--- config.mk ---
export PLATFORM = sky130hd
export DESIGN_NAME = ryg_lamp_monitor
export DESIGN_NICKNAME = d
export VERILOG_FILES = /design/src/rtl/ryg_lamp_monitor.sv
export SDC_FILE = /design/constraint.sdc
export NUM_CORES = 1
export LEC_CHECK = 0
export ABC_AREA = 1
export BUFFER_PORTS_ARGS = -buffer_cell sky130_fd_sc_hd__buf_2
export CAP_MARGIN = 10
export CORE_MARGIN = 1
export CORE_UTILIZATION = 35
export DETAILED_ROUTE_END_ITERATION = 6
export GPL_ROUTABILITY_DRIVEN = 0
export GPL_TIMING_DRIVEN = 0
export SKIP_LAST_GASP = 1
export SLEW_MARGIN = 20
export SYNTH_ARGS = -nofsm -noshare
export SYNTH_HDL_FRONTEND = slang
export SYNTH_SLANG_ARGS = --single-unit
--- constraint.sdc ---
create_clock -name clk -period 2.3 [get_ports clk]
set_clock_uncertainty 0.15 [all_clocks]
set_input_delay 0.46 -clock clk [delete_from_list [all_inputs] [get_ports clk]]
set_output_delay 0.46 -clock clk [all_outputs]
set_load 0.005 [all_outputs]
--- src/rtl/ryg_lamp_monitor.sv ---
// ryg_lamp_monitor: checks the RYG FSM requests, drives lamps, flashes yellow on fault.
// Optional macro RYG_FAULT_CLR_EN adds a synchronous fault_clr input.
module ryg_lamp_monitor #(
  parameter int GREEN_LEN  = 6,
  parameter int YELLOW_LEN = 2,
  parameter int FLASH_DIV  = 4
) (
  input  logic       clk,
  input  logic       rst,
`ifdef RYG_FAULT_CLR_EN
  input  logic       fault_clr,
`endif
  input  logic [1:0] r_in,
  input  logic [1:0] y_in,
  input  logic [1:0] g_in,
  output logic [1:0] lamp_r,
  output logic [1:0] lamp_y,
  output logic [1:0] lamp_g,
  output logic [3:0] countdown,
  output logic [1:0] phase,
  output logic       fault,
  output logic [2:0] fault_code
);

  localparam int FC_W = $clog2(FLASH_DIV) + 1;
  localparam logic [3:0] G_LEN = 4'(GREEN_LEN);
  localparam logic [3:0] Y_LEN = 4'(YELLOW_LEN);
  localparam logic [FC_W-1:0] FC_TOP = FC_W'(FLASH_DIV - 1);

  typedef enum logic [1:0] {
    S_INIT,
    S_RUN,
    S_FAULT
  } state_t;

  state_t          state, state_n;
  logic [1:0]      cap_r, cap_y, cap_g;
  logic            cap_vld;
  logic [1:0]      cur, cur_n;
  logic [3:0]      elapsed, el_n;
  logic [3:0]      el_inc, cur_len;
  logic            first, first_n;
  logic            flash, flash_n;
  logic [FC_W-1:0] fcnt, fcnt_n;
  logic [2:0]      code_n;
  logic            legal;
  logic [1:0]      idx;
  logic            err;
  logic [2:0]      err_code;
  logic            clr;
  logic [1:0]      lr_n, ly_n, lg_n, ph_n;
  logic [3:0]      cd_n;
  logic            flt_n;

`ifdef RYG_FAULT_CLR_EN
  assign clr = fault_clr;
`else
  assign clr = 1'b0;
`endif

  function automatic logic [3:0] len_of(input logic [1:0] p);
    return p[0] ? Y_LEN : G_LEN;
  endfunction

  function automatic logic [5:0] pat_of(input logic [1:0] p);
    logic [5:0] v;
    unique case (p)
      2'd0: v = 6'b01_00_10;
      2'd1: v = 6'b01_10_00;
      2'd2: v = 6'b10_00_01;
      2'd3: v = 6'b10_01_00;
    endcase
    return v;
  endfunction

  // cap_vld keeps the cleared capture regs from being judged as all-zero
  always_ff @(posedge clk or negedge rst) begin
    if (!rst) begin
      cap_r   <= '0;
      cap_y   <= '0;
      cap_g   <= '0;
      cap_vld <= 1'b0;
    end else begin
      cap_r   <= r_in;
      cap_y   <= y_in;
      cap_g   <= g_in;
      cap_vld <= 1'b1;
    end
  end

  always_comb begin
    legal = 1'b1;
    idx   = 2'd0;
    case ({cap_r, cap_y, cap_g})
      6'b01_00_10: idx = 2'd0;
      6'b01_10_00: idx = 2'd1;
      6'b10_00_01: idx = 2'd2;
      6'b10_01_00: idx = 2'd3;
      default:     legal = 1'b0;
    endcase
  end

  assign el_inc  = elapsed + 4'd1;
  assign cur_len = len_of(cur);

  always_comb begin
    state_n  = state;
    cur_n    = cur;
    el_n     = elapsed;
    first_n  = first;
    flash_n  = flash;
    fcnt_n   = fcnt;
    code_n   = fault_code;
    err      = 1'b0;
    err_code = 3'd0;
    case (state)
      S_INIT: begin
        if (cap_vld) begin
          if (!legal) begin
            err      = 1'b1;
            err_code = 3'd1;
          end else begin
            state_n = S_RUN;
            cur_n   = idx;
            el_n    = 4'd0;
            first_n = 1'b1;
          end
        end
      end
      S_RUN: begin
        if (!legal) begin
          err      = 1'b1;
          err_code = 3'd1;
        end else if (idx == cur) begin
          if (el_inc == cur_len) begin
            err      = 1'b1;
            err_code = 3'd3;
          end else begin
            el_n = el_inc;
          end
        end else if (idx == 2'(cur + 2'd1)) begin
          if (!first && el_inc != cur_len) begin
            err      = 1'b1;
            err_code = 3'd4;
          end else begin
            cur_n   = idx;
            el_n    = 4'd0;
            first_n = 1'b0;
          end
        end else begin
          err      = 1'b1;
          err_code = 3'd2;
        end
      end
      S_FAULT: begin
        if (clr) begin
          state_n = S_INIT;
          code_n  = 3'd0;
          cur_n   = 2'd0;
          el_n    = 4'd0;
          first_n = 1'b0;
          flash_n = 1'b0;
          fcnt_n  = '0;
        end else if (fcnt == FC_TOP) begin
          fcnt_n  = '0;
          flash_n = ~flash;
        end else begin
          fcnt_n = fcnt + 1'b1;
        end
      end
      default: state_n = S_INIT;
    endcase
    if (err) begin
      state_n = S_FAULT;
      code_n  = err_code;
      flash_n = 1'b1;
      fcnt_n  = '0;
    end
  end

  always_comb begin
    {lr_n, ly_n, lg_n} = 6'b11_00_00;
    cd_n  = 4'd0;
    ph_n  = 2'd0;
    flt_n = 1'b0;
    case (state_n)
      S_RUN: begin
        {lr_n, ly_n, lg_n} = pat_of(cur_n);
        cd_n = len_of(cur_n) - el_n;
        ph_n = cur_n;
      end
      S_FAULT: begin
        {lr_n, ly_n, lg_n} = {2'b00, flash_n, flash_n, 2'b00};
        flt_n = 1'b1;
      end
      default: ;
    endcase
  end

  always_ff @(posedge clk or negedge rst) begin
    if (!rst) begin
      state      <= S_INIT;
      cur        <= 2'd0;
      elapsed    <= 4'd0;
      first      <= 1'b0;
      flash      <= 1'b0;
      fcnt       <= '0;
      fault_code <= 3'd0;
      fault      <= 1'b0;
      lamp_r     <= 2'b11;
      lamp_y     <= 2'b00;
      lamp_g     <= 2'b00;
      countdown  <= 4'd0;
      phase      <= 2'd0;
    end else begin
      state      <= state_n;
      cur        <= cur_n;
      elapsed    <= el_n;
      first      <= first_n;
      flash      <= flash_n;
      fcnt       <= fcnt_n;
      fault_code <= code_n;
      fault      <= flt_n;
      lamp_r     <= lr_n;
      lamp_y     <= ly_n;
      lamp_g     <= lg_n;
      countdown  <= cd_n;
      phase      <= ph_n;
    end
  end

endmodule

==> results.toml, run 1 <==
[power]
peakVddDrop_mv = 0.584
leakagePower_nw = 1.22
power.density_nw_per_um2 = 745
power_mw = 1.85

[yosys]
synth.area.mux_share = 0
synth_compound_area_frac = 0.0891
synth_area_per_cell_sq_um = 8.59
syn_area_sq_um = 1840
synth.distinct_cells = 31
synthAdderAreaFrac = 0.0476
synth_top_family_by_area = "simple AND/OR/NAND/NOR gates"
netlist.top_cell.by_area = "dfrtp_1"
ys_seq_area_frac = 0.491
synthCells = 214
synth-simple-area-share = 0.278
ys_seq_elements = 36
syn_nets = 229
synthTopCellsByArea = "dfrtp_1, nand2_1, inv_1"
yosys.area_share.xor_xnor = 0.0143
netlist.area_leader.share = 0.463
ys_warn_count = 0

[clock_tree]
cts_max_path_buffers = 2
cts.sinks = 36
clock_latency_ns = 0.29
clk_pin_slew_ns = 0.08
cts_tree = "built"
htreeDepth = 2
cts_buffers = 5
cts-root-buf = "clkbuf_8"

[global_route]
antenna_found_initial = 0
grt_max_degree = 37
grt_pass1_wl_mm = 6.25
gr-usage-all-layers = 0.153
globalRouteOverflowTotal = 0
grt_pass1_vias = 1424

[timing]
rsz0062_at_grt = "yes"
worst_pin_slew_ns = 0.803
fin_ws_ns = -0.0357
drv_slew = 0
finalHoldViolations = 0
setup-violations-final = 3
max_freq_mhz = 428
final.period_utilization = 1.02
finalSetupTns_ns = -0.0619
period_minus_slack_ns = 2.34
relSlewSlack = 0.465

[worst_setup_path]
critPathTopFamily = "simple AND/OR/NAND/NOR gates"
cp.required_ns = 2.37
cp.buffers_inverters = 3
worst_path_most_repeated_cell = "nand2_2"
criticalPathCategory = "flip-flop to flip-flop"
cp-start-kind = "flip-flop"
worstPathCellList = "ha_4 > inv_2 > nand2_2 > nand3_2 > nand4_1 > nand2_2 > nand3_4 > nand3_4 > nand2_2 > inv_2 > ha_4 > inv_4 > nor2_4 > nand2_1 > a21oi_1"
crit_fanout = 5
crit_arrival_ns = 2.41
crit_path_end_kind = "flip-flop"
slowest_stage = "dfrtp_2"
reg2reg_slack_ns = -0.04
max_stage_delay_ns = 0.45

[drt]
dr.pass1.iters = 4
drc = 0
num_vias = 1526
drt-initial-drc-count = 76
route.final.wire_length_mm = 4.08
antenna_left = 0
wire_per_inst_microns = 12.3
viasPerCell = 4.60

[cells_and_area]
final_cell_mix = "nand2_1, dfrtp_1, inv_1"
layout.nets = 276
final_core_util = 0.489
finalInstanceArea_sq_um = 2480
final_common_cell = "nand2_1"
area_growth_pct = 35.0
drive_gt1_frac = 0.420
antenna_cells = 0
final_cells = 332

[placement]
post-place-cells = 307
io_buffers = 23
hpwl_mm = 2.69
dpl_cell_area_sq_um = 2050

[floorplanning]
die_w_microns = 74.5
fp-row-count = 26
core_sq_um = 5070
die_y_microns = 74.5
start_util = 0.362
fp.dieArea_sq_um = 5550
ios = 24

[status]
status = "complete, but fails checks"
violations = "setup timing"

[run]
cap_violations = 0

[min_path]
hp-class = "input port to asynchronous set/reset pin"
what timing repair did:
action	CTS	global route
pin swaps	17	10
gates resized for setup	27	20
endpoints found under the hold margin	0	0
buffers inserted	12	5
hold buffers	0	0
endpoints found under the setup margin	13	15
stage by stage:
stage | worst slack [ns] | hold WS (ns)
after floorplan | 0.000699 | 0.0144
after global placement | -0.324 | 0.326
after detailed placement | -0.308 | 0.320
after CTS | -0.0678 | 0.114
after global routing | -0.131 | 0.114
final | -0.0357 | 0.0972
layout make-up:
class / count / area [sq um]
inverters: 38 / 145
well taps: 70 / 87.6
repair buffers: 40 / 246
fillers: 488 / 2590
clock inverters: 3 / 46.3
multi-input cells: 140 / 985
clock buffers: 5 / 68.8
flip-flops and latches: 36 / 905
registers in the layout (all words and copies together), names as in the netlist:
| name | flops |
|---|---|
| countdown | 4 |
| elapsed | 4 |
| fault_code | 3 |
| fcnt | 3 |
| cap_g | 2 |
| cap_r | 2 |
| cap_y | 2 |
| cur | 2 |
| lamp_g | 2 |
| lamp_r | 2 |
| lamp_y | 2 |
| phase | 2 |
| state | 2 |
| cap_vld | 1 |
| fault | 1 |
| first | 1 |
| flash | 1 |
final timing paths:
path | from | endpoint | depth (start not counted)
max in group asynchronous | rst | elapsed[0] | 1
worst min-delay path | rst | phase[1] | 1
min in group clk | y_in[0] | cap_y[0] | 1
worst min register to register | fcnt[0] | fcnt[0] | 1
worst max register to register | elapsed[0] | lamp_y[1] | 15
worst max-delay path | elapsed[0] | lamp_y[1] | 15
worst register-to-register path: stages, from the launching register on:
cell and delay [ns]:
dfrtp_2 0.45, ha_4 0.18, inv_2 0.06, nand2_2 0.06, nand3_2 0.06, nand4_1 0.14
nand2_2 0.18, nand3_4 0.12, nand3_4 0.11, nand2_2 0.11, inv_2 0.11, ha_4 0.20
inv_4 0.06, nor2_4 0.08, nand2_1 0.05, a21oi_1 0.13
Yosys cell counts (all sizes together):
| cell | n |
|---|---|
| a21boi | 1 |
| a21oi | 7 |
| a32o | 2 |
| conb | 1 |
| dfrtp | 34 |
| dfstp | 2 |
| ha | 7 |
| inv | 38 |
| nand2 | 56 |
| nand3 | 17 |
| nand3b | 1 |
| nand4 | 3 |
| nor2 | 27 |
| nor3 | 1 |
| o211ai | 2 |
| o21ai | 9 |
| o21bai | 1 |
| o31ai | 1 |
| o41ai | 1 |
| xor2 | 3 |
report_power, final:
group	switching (mW)	internal, mW
sequential	0.0468	0.744
combinational	0.279	0.211
clock	0.243	0.326
total	0.569	1.28
layer usage:
metal / vias to the layer above / share of wire / global-route usage
met5: - / 0 / 0
met4: 0 / 0.019 / 0.0566
met3: 8 / 0.029 / 0.0352
met2: 32 / 0.52 / 0.270
met1: 721 / 0.43 / 0.181
li1: 765 / - / -
cells by family after synthesis:
logic type / count (synthesis)
AND/OR/NAND/NOR: 105
adder cells (fa/ha/maj): 7
other: 1
XOR/XNOR: 3
buffers and inverters: 38
AO/OA/AOI/OAI: 24
flip-flops: 36
Power figures use the tool's default switching activity.
==> run 2, diff against run 1 <==
--- a/config.mk
+++ b/config.mk
@@ -7,9 +7,10 @@
 export LEC_CHECK = 0
 export ABC_AREA = 1
 export BUFFER_PORTS_ARGS = -buffer_cell sky130_fd_sc_hd__buf_2
-export CAP_MARGIN = 10
+export CAP_MARGIN = 40
 export CORE_MARGIN = 1
 export CORE_UTILIZATION = 35
+export CTS_BUF_LIST = sky130_fd_sc_hd__clkbuf_8
 export DETAILED_ROUTE_END_ITERATION = 6
 export GPL_ROUTABILITY_DRIVEN = 0
 export GPL_TIMING_DRIVEN = 0
==> run 2 against run 1 <==
Against the previous run:
- the flow still finishes with violations (setup timing)
- power increased by 0.63%
- combinational power grew 1%
- critical path depth unchanged
- largest power group unchanged
- wire length grew 0.51%
- first-iteration DRC count grew 14%
- sequential power hardly changed
- via count shrank 0.20%
- flip-flop and latch count stayed put
- worst setup slack worse by 0.0066 ns
- cell count up 0.90%
- design area rose by 1.9%
==> results.toml, run 2 (synthesis results as in run 1) <==
[status]
status = "complete, but fails checks"
violations = "setup timing"

[worst_setup_path]
cp-start-kind = "flip-flop"
crit_path_end_kind = "flip-flop"
slowest_stage = "dfrtp_2"
criticalPathCategory = "flip-flop to flip-flop"
reg2reg_slack_ns = -0.04
worstPathCellList = "ha_4 > inv_2 > nand2_2 > nand3_2 > nand4_1 > nand2_2 > nand3_4 > nand3_4 > nand2_2 > inv_2 > ha_4 > inv_4 > nor2_4 > nand2_1 > a21oi_1"
cp.required_ns = 2.37
crit_arrival_ns = 2.42
crit_fanout = 5
max_stage_delay_ns = 0.45
worst_path_most_repeated_cell = "nand2_2"

[global_route]
grt_pass1_vias = 1424
antenna_found_initial = 0
grt_max_degree = 37
gr-usage-all-layers = 0.153
grt_pass1_wl_mm = 6.25
globalRouteOverflowTotal = 0

[timing]
finalSetupTns_ns = -0.0736
fin_ws_ns = -0.0423
rsz0062_at_grt = "yes"
hold_slack_ns = 0.120
drv_slew = 0
setup-violations-final = 4
finalHoldViolations = 0
final.period_utilization = 1.02
max_freq_mhz = 427
period_minus_slack_ns = 2.34

[clock_tree]
cts-root-buf = "clkbuf_8"
htreeDepth = 2
clk_pin_slew_ns = 0.08
cts_tree = "built"
cts.sinks = 36
clock_latency_ns = 0.29
cts_max_path_buffers = 2
cts_buffers = 5

[floorplanning]
die_y_microns = 74.5
fp-row-count = 26
core_sq_um = 5070
ios = 24
start_util = 0.362
fp.dieArea_sq_um = 5550
die_w_microns = 74.5

[drt]
dr.pass1.iters = 4
route.final.wire_length_mm = 4.10
antenna_left = 0
wire_per_inst_microns = 12.2
drt-initial-drc-count = 87
viasPerCell = 4.55
num_vias = 1523
drc = 0

[cells_and_area]
final_common_cell = "nand2_1"
ff_latch_area_sq_um = 905
num-fill-cells = 478
drive_gt1_frac = 0.426
antenna_cells = 0
finalInstanceArea_sq_um = 2530
final_cell_mix = "nand2_1, dfrtp_1, inv_1"
layout.nets = 279
multi_input_area_sq_um = 987
area_growth_pct = 37.6
reg_top3 = "countdown (4), elapsed (4)"

[placement]
post-place-ws_ns = -0.308
dpl_cell_area_sq_um = 2050
hpwl_mm = 2.69
io_buffers = 23

[run]
cap_violations = 0

[min_path]
hp-class = "input port to flip-flop"

[power]
leakagePower_nw = 1.24
power.density_nw_per_um2 = 736
power_mw = 1.86
peakVddDrop_mv = 0.590
## run 2: cell count changes in the layout (fill, tap and decap cells not counted), sizes merged
cell	change
buf	+2
dlygate4sd3	+1
## run 2: timing repair
item	4_1_cts	5_1_grt
gates resized for setup	27	21
cloned	0	0
endpoints found under the hold margin	0	14
hold buffers	0	1
pin swaps	17	11
setup endpoints to repair	13	15
buffers inserted	12	6
## run 2: final timing paths
check / end / startpoint / cells after the start
setup / recovery: lamp_y[1] / elapsed[0] / 15
hold / removal: cap_y[0] / y_in[0] / 1
setup reg to reg: lamp_y[1] / elapsed[0] / 15
hold reg to reg: fcnt[0] / fcnt[0] / 1
max in group asynchronous: elapsed[0] / rst / 3
min in group asynchronous: phase[1] / rst / 2
## run 2: critical path, delay by kind of cell (launching register included)
kind,cells,cell delay (ns)
AOI/OAI and AO/OA,1,0.14
and+or+nand+nor,9,0.91
adders and majority gates,2,0.38
DFF,1,0.45
buffers and inverters,3,0.23
## run 2: power by group
part | switching, mW | total, mW | internal (mW)
Sequential | 0.0476 | 0.792 | 0.744
Combinational | 0.280 | 0.497 | 0.217
Clock | 0.248 | 0.574 | 0.326
Total | 0.575 | 1.86 | 1.29
## run 2: per-layer routing
layer / vias up / part of all wire / global-route usage
li1: 769 / - / -
met1: 722 / 0.44 / 0.181
met2: 24 / 0.51 / 0.270
met3: 8 / 0.028 / 0.0352
met4: 0 / 0.020 / 0.0566
met5: - / 0 / 0
## run 2: cell type report
class                   count  area share
multi-input cells         140       0.390
flip-flops and latches     36       0.357
repair buffers             43       0.115
inverters                  38      0.0573
well taps                  70      0.0346
clock buffers               5      0.0272
clock inverters             3      0.0183
## run 2: through the flow
step	cells	util
floorplan	214	-
global placement	307	0.403
detailed placement	307	0.403
CTS	327	0.465
global route	335	0.499
finish	335	0.499
